### config.mk
export PLATFORM = sky130hd
export DESIGN_NAME = bs_dispatch_scheduler
export DESIGN_NICKNAME = d
export VERILOG_FILES = /design/src/rtl/bs_pkg.sv /design/src/rtl/engine_watchdog.sv /design/src/rtl/bs_dispatch_scheduler.sv
export SDC_FILE = /design/constraint.sdc
export NUM_CORES = 1
export LEC_CHECK = 0
export ABC_AREA = 1
export BUFFER_PORTS_ARGS = -buffer_cell sky130_fd_sc_hd__buf_2
export CORE_MARGIN = 2
export CORE_UTILIZATION = 50
export CTS_BUF_LIST = sky130_fd_sc_hd__clkbuf_2
export DETAILED_ROUTE_END_ITERATION = 8
export PLACE_DENSITY_LB_ADDON = 0.15
export SYNTH_ARGS = -nofsm -noshare
export SYNTH_HDL_FRONTEND = slang
export SYNTH_SLANG_ARGS = --single-unit
### constraint.sdc
create_clock -name clock -period 13.6 [get_ports clock]
set_input_delay 1.36 -clock clock [delete_from_list [all_inputs] [get_ports clock]]
set_output_delay 1.36 -clock clock [all_outputs]
set_load 0.1 [all_outputs]
### src/rtl/bs_pkg.sv
// Shared types and constants for the Black-Scholes dispatch slice.
package bs_pkg;

   localparam int DATASIZE = 192;

   // Option packet layout as carried on in_packet / eng_packet (MSB first).
   typedef struct packed {
      logic [30:0] opt_id;
      logic        otype;
      logic [31:0] sptprice;
      logic [31:0] strike;
      logic [31:0] rate;
      logic [31:0] volatility;
      logic [31:0] time_r;
   } option_packet_t;

   // EMPTY: hold register free, upstream may push. HOLD: packet waits for a free engine.
   typedef enum logic {
      EMPTY = 1'b0,
      HOLD  = 1'b1
   } sched_state_t;

endpackage

### src/rtl/engine_watchdog.sv
// Per-engine busy watchdog. Counts cycles while the engine is owned and
// raises a combinational expire when the engine has been busy for
// TIMEOUT_CYC cycles without reporting done. A done in the expiry cycle
// suppresses the expire. The owner registers expire into its error pulse
// and clears the engine's busy bit on the same edge.
module engine_watchdog #(
   parameter  int TIMEOUT_CYC = 50,
   localparam int CW          = $clog2(TIMEOUT_CYC + 1)
) (
   input  logic          clock,
   input  logic          reset,
   input  logic          load,
   input  logic          done,
   input  logic          busy,
   output logic          expire,
   output logic [CW-1:0] count
);

   logic [CW-1:0] cnt_q;
   logic [CW-1:0] cnt_d;

   // Expire on the busy cycle that completes TIMEOUT_CYC cycles of ownership.
   always_comb begin
      expire = busy && !done && (cnt_q == CW'(TIMEOUT_CYC - 1));
      cnt_d  = cnt_q;
      if (load || done || expire) begin
         cnt_d = '0;
      end else if (busy) begin
         cnt_d = cnt_q + CW'(1);
      end
   end

   // Counter register.
   always_ff @(posedge clock or posedge reset) begin
      if (reset) begin
         cnt_q <= '0;
      end else begin
         cnt_q <= cnt_d;
      end
   end

   assign count = cnt_q;

endmodule

### src/rtl/bs_dispatch_scheduler.sv
// Dispatches option packets to NUM_ENG pricing engines, round-robin.
// One packet is held at a time; a free engine is granted with a one-cycle
// eng_load strobe and stays busy until its done pulse or watchdog expiry.
// Optional statistics counters are built when BS_DISPATCH_STATS_EN is defined;
// otherwise dispatched_count and timeout_count are tied to zero.
// Handshake: a packet transfers on a rising edge where in_valid && in_ready;
// in_ready depends only on the registered state, never on in_valid.
module bs_dispatch_scheduler #(
   parameter int NUM_ENG     = 4,
   parameter int DATASIZE    = bs_pkg::DATASIZE,
   parameter int TIMEOUT_CYC = 50,
   parameter int CNT_W       = 16
) (
   input  logic                clock,
   input  logic                reset,
   input  logic                in_valid,
   output logic                in_ready,
   input  logic [DATASIZE-1:0] in_packet,
   output logic [NUM_ENG-1:0]  eng_load,
   output logic [DATASIZE-1:0] eng_packet,
   input  logic [NUM_ENG-1:0]  eng_done,
   output logic [NUM_ENG-1:0]  busy_mask,
   output logic                timeout_err,
   output logic [CNT_W-1:0]    dispatched_count,
   output logic [CNT_W-1:0]    timeout_count
);

   import bs_pkg::*;

   localparam int PTR_W = (NUM_ENG > 1) ? $clog2(NUM_ENG) : 1;
   localparam int WD_W  = $clog2(TIMEOUT_CYC + 1);

   sched_state_t        state_q, state_d;
   logic [DATASIZE-1:0] hold_q, hold_d;
   logic [DATASIZE-1:0] eng_packet_q, eng_packet_d;
   logic [NUM_ENG-1:0]  eng_load_q, eng_load_d;
   logic [NUM_ENG-1:0]  busy_q, busy_d;
   logic [PTR_W-1:0]    rr_q, rr_d;
   logic                timeout_err_q, timeout_err_d;

   logic [NUM_ENG-1:0]  done_eff;
   logic [NUM_ENG-1:0]  expire;
   logic [NUM_ENG-1:0]  grant_vec;
   logic [PTR_W-1:0]    pick_idx;
   logic                pick_ok;
   logic                grant;
   logic [WD_W-1:0]     wd_count_unused [NUM_ENG];

   // First set bit of free at or above start, wrapping; MSB of result = found.
   function automatic logic [PTR_W:0] rr_pick(input logic [NUM_ENG-1:0] free,
                                              input logic [PTR_W-1:0]   start);
      logic             found;
      logic [PTR_W-1:0] idx;
      logic [PTR_W-1:0] cand;
      int               j;
      found = 1'b0;
      idx   = '0;
      for (int i = 0; i < NUM_ENG; i++) begin
         j = int'(start) + i;
         if (j >= NUM_ENG) j = j - NUM_ENG;
         cand = PTR_W'(j);
         if (!found && free[cand]) begin
            found = 1'b1;
            idx   = cand;
         end
      end
      return {found, idx};
   endfunction

   // Grant decision uses registered busy, so a same-cycle done is not yet eligible.
   always_comb begin
      done_eff           = eng_done & busy_q;
      {pick_ok, pick_idx} = rr_pick(~busy_q, rr_q);
      grant              = (state_q == HOLD) && pick_ok;
      grant_vec          = grant ? ({{(NUM_ENG-1){1'b0}}, 1'b1} << pick_idx) : '0;
   end

   // Next-state: hold register FSM, busy tracking, strobes and round-robin pointer.
   always_comb begin
      state_d       = state_q;
      hold_d        = hold_q;
      eng_packet_d  = eng_packet_q;
      rr_d          = rr_q;
      eng_load_d    = grant_vec;
      busy_d        = (busy_q & ~done_eff & ~expire) | grant_vec;
      timeout_err_d = |expire;
      case (state_q)
         EMPTY: begin
            if (in_valid) begin
               hold_d  = in_packet;
               state_d = HOLD;
            end
         end
         HOLD: begin
            if (grant) begin
               eng_packet_d = hold_q;
               rr_d         = (pick_idx == PTR_W'(NUM_ENG - 1)) ? '0 : pick_idx + PTR_W'(1);
               state_d      = EMPTY;
            end
         end
         default: state_d = EMPTY;
      endcase
   end

   // State and output registers; reset abandons any held packet and ownership.
   always_ff @(posedge clock or posedge reset) begin
      if (reset) begin
         state_q       <= EMPTY;
         hold_q        <= '0;
         eng_packet_q  <= '0;
         eng_load_q    <= '0;
         busy_q        <= '0;
         rr_q          <= '0;
         timeout_err_q <= 1'b0;
      end else begin
         state_q       <= state_d;
         hold_q        <= hold_d;
         eng_packet_q  <= eng_packet_d;
         eng_load_q    <= eng_load_d;
         busy_q        <= busy_d;
         rr_q          <= rr_d;
         timeout_err_q <= timeout_err_d;
      end
   end

   for (genvar e = 0; e < NUM_ENG; e++) begin : g_wd
      engine_watchdog #(
         .TIMEOUT_CYC (TIMEOUT_CYC)
      ) u_wd (
         .clock  (clock),
         .reset  (reset),
         .load   (grant_vec[e]),
         .done   (done_eff[e]),
         .busy   (busy_q[e]),
         .expire (expire[e]),
         .count  (wd_count_unused[e])
      );
   end

`ifdef BS_DISPATCH_STATS_EN
   logic [CNT_W-1:0] disp_cnt_q, disp_cnt_d;
   logic [CNT_W-1:0] tmo_cnt_q, tmo_cnt_d;

   // Saturating event counters, updated on the edge that raises the strobe.
   always_comb begin
      disp_cnt_d = disp_cnt_q;
      tmo_cnt_d  = tmo_cnt_q;
      if (grant && (disp_cnt_q != '1)) disp_cnt_d = disp_cnt_q + CNT_W'(1);
      if (timeout_err_d && (tmo_cnt_q != '1)) tmo_cnt_d = tmo_cnt_q + CNT_W'(1);
   end

   // Counter registers.
   always_ff @(posedge clock or posedge reset) begin
      if (reset) begin
         disp_cnt_q <= '0;
         tmo_cnt_q  <= '0;
      end else begin
         disp_cnt_q <= disp_cnt_d;
         tmo_cnt_q  <= tmo_cnt_d;
      end
   end

   assign dispatched_count = disp_cnt_q;
   assign timeout_count    = tmo_cnt_q;
`else
   assign dispatched_count = '0;
   assign timeout_count    = '0;
`endif

   assign in_ready    = (state_q == EMPTY);
   assign eng_load    = eng_load_q;
   assign eng_packet  = eng_packet_q;
   assign busy_mask   = busy_q;
   assign timeout_err = timeout_err_q;

endmodule

Yosys cells after proc, flatten, opt, wreduce, memory -nomap -nowiden. Index checks and enable logic that the tools add are counted.

Bits in registers: 420. Input bits: 199. Logic and storage cells: 112.

Add/sub/neg operators: 12. $lt $le $gt $ge: 8. Eq/ne operators: 5. Shifts and indexed selects: 1. Mux-type cells: 33. Bitwise gates (word level): 8. Reductions and logical operators: 34.

Operators with widths (count): two-way mux 6 bit (8); adder 6 x 1 -> 6 bit (second input constant) (4); == test 6 bit (second input constant) (4); two-way mux 2 bit (9); AND 4 bit (3); logical AND 1 bit (12); less-than comparator 2 x 3 -> 1 bit (second input constant) (4); inverter 4 bit (3); two-way mux 1 bit (10); >= comparator 3 bit (second input constant) (3); binary-select mux 1 bit (select 2 bit) (4); logical OR 1 bit (8); nonzero test 2 bit (4); subtractor 2 x 1 -> 2 bit (second input constant) (4); logical NOT 1 bit (7); adder 2 x 2 -> 3 bit (second input constant) (2); two-way mux 4 bit (1); OR 4 bit (1); AND reduction 2 bit (2); OR reduction 4 bit (1); left shift 1 x 2 -> 4 bit (first input constant) (1); adder 2 x 1 -> 3 bit (second input constant) (1); >= comparator 2 x 3 -> 1 bit (second input constant) (1); adder 2 x 1 -> 2 bit (second input constant) (1); other kinds (3) (3).

Depth between registers and ports, before layout.
Word-level depth: 19. Depth in mapped cells: 16. Mapped depth without buffers: 15.

Cells and area by module. A second synthesis with hierarchy kept.

Cells, all modules: 1727. Area total of the unflattened synthesis: 16912.5 µm².

By module, submodules not included: bs_dispatch_scheduler (times used 1, cells an instance 1523, area an instance 15376.0 µm², seq. area each 9909.5 µm²); engine_watchdog (times used 4, cells an instance 51, area an instance 384.1 µm², seq. area each 150.1 µm²).

Worst setup path after synthesis. No wires, ideal clock.

Kind: flip-flop to output port. Start: register state_q. End: output in_ready. Data arrival time: 1.131 ns. Data required time: 12.240 ns. Setup slack: 11.109 ns. Cell stages (with the launch flop): 3. Path buffers: 1. Path through: dfrtp_1 -> buf_4 -> inv_1.

Word-level cells in the longest chain between the ends: 1.

RTL lines: start: declaration (line bs_dispatch_scheduler.sv:33) `sched_state_t state_q, state_d;`; start signal: assignment (line bs_dispatch_scheduler.sv:116) `state_q <= state_d;`; inverter 1 bit (no source line); end: declaration (line bs_dispatch_scheduler.sv:17) `output logic in_ready,`.

No other way between the ends.

Worst setup path after layout. Same ends and word-level chain as after synthesis.

==> flow_summary.json <==
{
  "setup_viol": 0,
  "cts_buffer_depth": 3,
  "io_buffers": 400,
  "core_um2": 32800,
  "drc_errors": 0,
  "peakVddDrop_mv": 0.108,
  "grt_max_degree": 175,
  "tightest_slew_ns": 1.09,
  "first_iter_violations": 545,
  "ios": 433,
  "p_comb_frac": 0.388,
  "clock-root-buffer": "clkbuf_2",
  "status": "finished clean",
  "p_per_area_nw_per_um2": 200,
  "synthArstFlopShare": 1.00,
  "p_int_uw": 2050,
  "num-nets-final": 2213,
  "grt_pass1_wl_um": 62900,
  "numCtsBuffers": 104,
  "cp_max_fo": 7,
  "max_freq_ghz": 0.282,
  "clkPwrFrac": 0.203,
  "rr_worst_depth": 10,
  "rr_startpoint": "rr_q[0]",
  "start_kind": "register",
  "hold_viol": 0,
  "end_kind": "primary output",
  "clock_skew_ns": 0.0453,
  "firstDrtPassIters": 4,
  "dp.final_hpwl_um": 25700,
  "syn_avg_cell_area_um2": 10.7,
  "die_w_um": 187,
  "power_frac_seq": 0.409,
  "drive_gt1_frac": 0.353,
  "tritoncts": "yes",
  "maxCapViolCount": 0,
  "area_delta_synth_final_pct": 17.0,
  "ys.flop_type": "dfrtp_1",
  "track_usage": 0.224,
  "swShare": 0.475,
  "cts_hold_buf": 0,
  "cts_setup_buffers": 0,
  "timing.rr.end": "eng_packet[149]",
  "die_h_um": 187,
  "fin_cells": 2514,
  "clock_latency_ns": 0.97,
  "synth_edf_count": 0,
  "hold_path_class": "register to register",
  "cts_resized": 0,
  "synth_top_cell_area_share": 0.628,
  "avgRoutedWirePerCell_um": 15.4,
  "crit_end": "in_ready",
  "met3_usage": 0.0867,
  "use_met1": 0.279,
  "finalCritPeriodShare": 0.261,
  "wl_um": 38700,
  "synth_cells": 1567,
  "ff2ff_setup_slack_ns": 10.50,
  "fin_crit_ns": 3.55,
  "final_common_cell": "nand2_1",
  "use_met2": 0.352,
  "synth.distinct_cells": 30,
  "overflow": 0,
  "place.gp.congestion": 0.799,
  "ys_seq_area_frac": 0.628,
  "relSlewSlack": 0.274,
  "cp.arrival_ns": 2.19,
  "htree_levels": 3,
  "placedCellCount": 2338,
  "grt_pass1_vias": 12200,
  "crit_path_start": "state_q",
  "worstSetupPathType": "register to primary output",
  "whs_path_depth": 2,
  "ant_nets": 0,
  "start_util": 0.510,
  "grt_busiest_layer": "met2",
  "maxSlewViolCount": 0,
  "ys_top_cells_by_area": "dfrtp_1, nand2_1, mux2_2",
  "clk_pin_slew_ns": 0.10,
  "p_leak_uw": 0.0106,
  "ys.warnings.count": 0,
  "synth_seq_cells": 420,
  "final_cell_mix": "nand2_1, dfrtp_1, buf_2, clkbuf_2, mux2_2",
  "critPathRequiredTime_ns": 12.24,
  "grt_setup_unrepaired": "no",
  "setup_tns_ns": 0,
  "synth_top_cell_by_area": "dfrtp_1",
  "vias_per_cell": 4.77,
  "syn_area_um2": 16700,
  "grt_antenna_before_repair": 14,
  "clock-sinks": 420,
  "vias": 12000,
  "p_switching_uw": 1860,
  "rows": 66,
  "fp.dieArea_um2": 34900
}
## worst min-delay path by stage
stage                      startpoint         endpoint  slack [ns]
after floorplan           hold_q[100]  eng_packet[100]        0.44
after global placement    hold_q[111]  eng_packet[111]        0.44
after detailed placement  hold_q[144]  eng_packet[144]        0.45
after CTS                       reset      hold_q[134]        0.43
after global routing            reset      hold_q[134]        0.44
final                     hold_q[178]  eng_packet[178]        0.45
## registers in the layout, summed over array words and instances, names as in the netlist
name             cells
busy_mask            4
eng_load             4
eng_packet         192
g_wd.u_wd.count     24
hold_q             192
rr_q                 2
state_q              1
timeout_err          1
## power groups by stage
stage               Clock, µW  Sequential (µW)  Combinational [µW]
floorplan                   0             2420                 466
global placement            0             1610                1510
detailed placement          0             1620                1530
CTS                       830             1600                1530
global route              893             1630                1600
finish                    795             1600                1520
## final cells by class
| type | instances | area, µm² |
|---|---|---|
| Clock inverter | 13 | 82.6 |
| Antenna cell | 7 | 17.5 |
| Multi-Input combinational cell | 980 | 5210 |
| Sequential cell | 420 | 10500 |
| Fill cell | 2957 | 13200 |
| Clock buffer | 156 | 781 |
| Timing Repair Buffer | 408 | 2070 |
| Tap cell | 442 | 553 |
| Inverter | 88 | 350 |
## critical path, cell delays in order, from the launching register on
cell and delay [ns]:
dfrtp_1 0.51, inv_1 0.25, buf_2 0.47
## cells in the mapped netlist (2+ instances only)
master    number
ha_1          12
xor2_1        14
nand3_1       26
inv_1         85
buf_1          2
nor3_1         6
buf_6         25
dfrtp_1      420
clkbuf_1       8
nand4_1        5
a21oi_1       62
xnor2_1        6
o21ai_0       42
buf_2         35
mux2_2       133
nor2_1        90
buf_4         39
o21ai_1       23
nand2_2       18
o31ai_1        4
nand2_1      503
## layer usage
layer	share of wire	vias to the layer above	wire length, µm
met3	0.079	71	3080
met1	0.42	5729	16100
met5	0.0020	-	78
li1	-	5808	-
met2	0.48	360	18500
met4	0.024	14	911
## logic make-up (layout without fill, tap and decap cells)
group,after synthesis,in the layout,share of synthesized area
other,1,39,0.000224
DFF,420,420,0.628
buffers and inverters,198,665,0.0684
AOI/OAI and AO/OA,131,131,0.0398
and+or+nand+nor,652,652,0.155
xor gates and xnor gates,20,20,0.0105
muxes,133,133,0.0895
adders and majority gates,12,12,0.00897
## metrics by stage
step           hold slack, ns  area (µm²)  total power, µW   util  worst slack, ns
5_1_grt                 0.438       19600             4120  0.597             9.88
3_5_place_dp            0.451       18700             3150  0.570             9.83
3_3_place_gp            0.445       18700             3120  0.570             9.86
6_report                0.453       19600             3910  0.597            10.05
2_1_floorplan           0.436       16900             2890      -            0.549
4_1_cts                 0.433       19600             3960  0.597             9.91
Note: power is estimated with default switching activity, not from simulation.
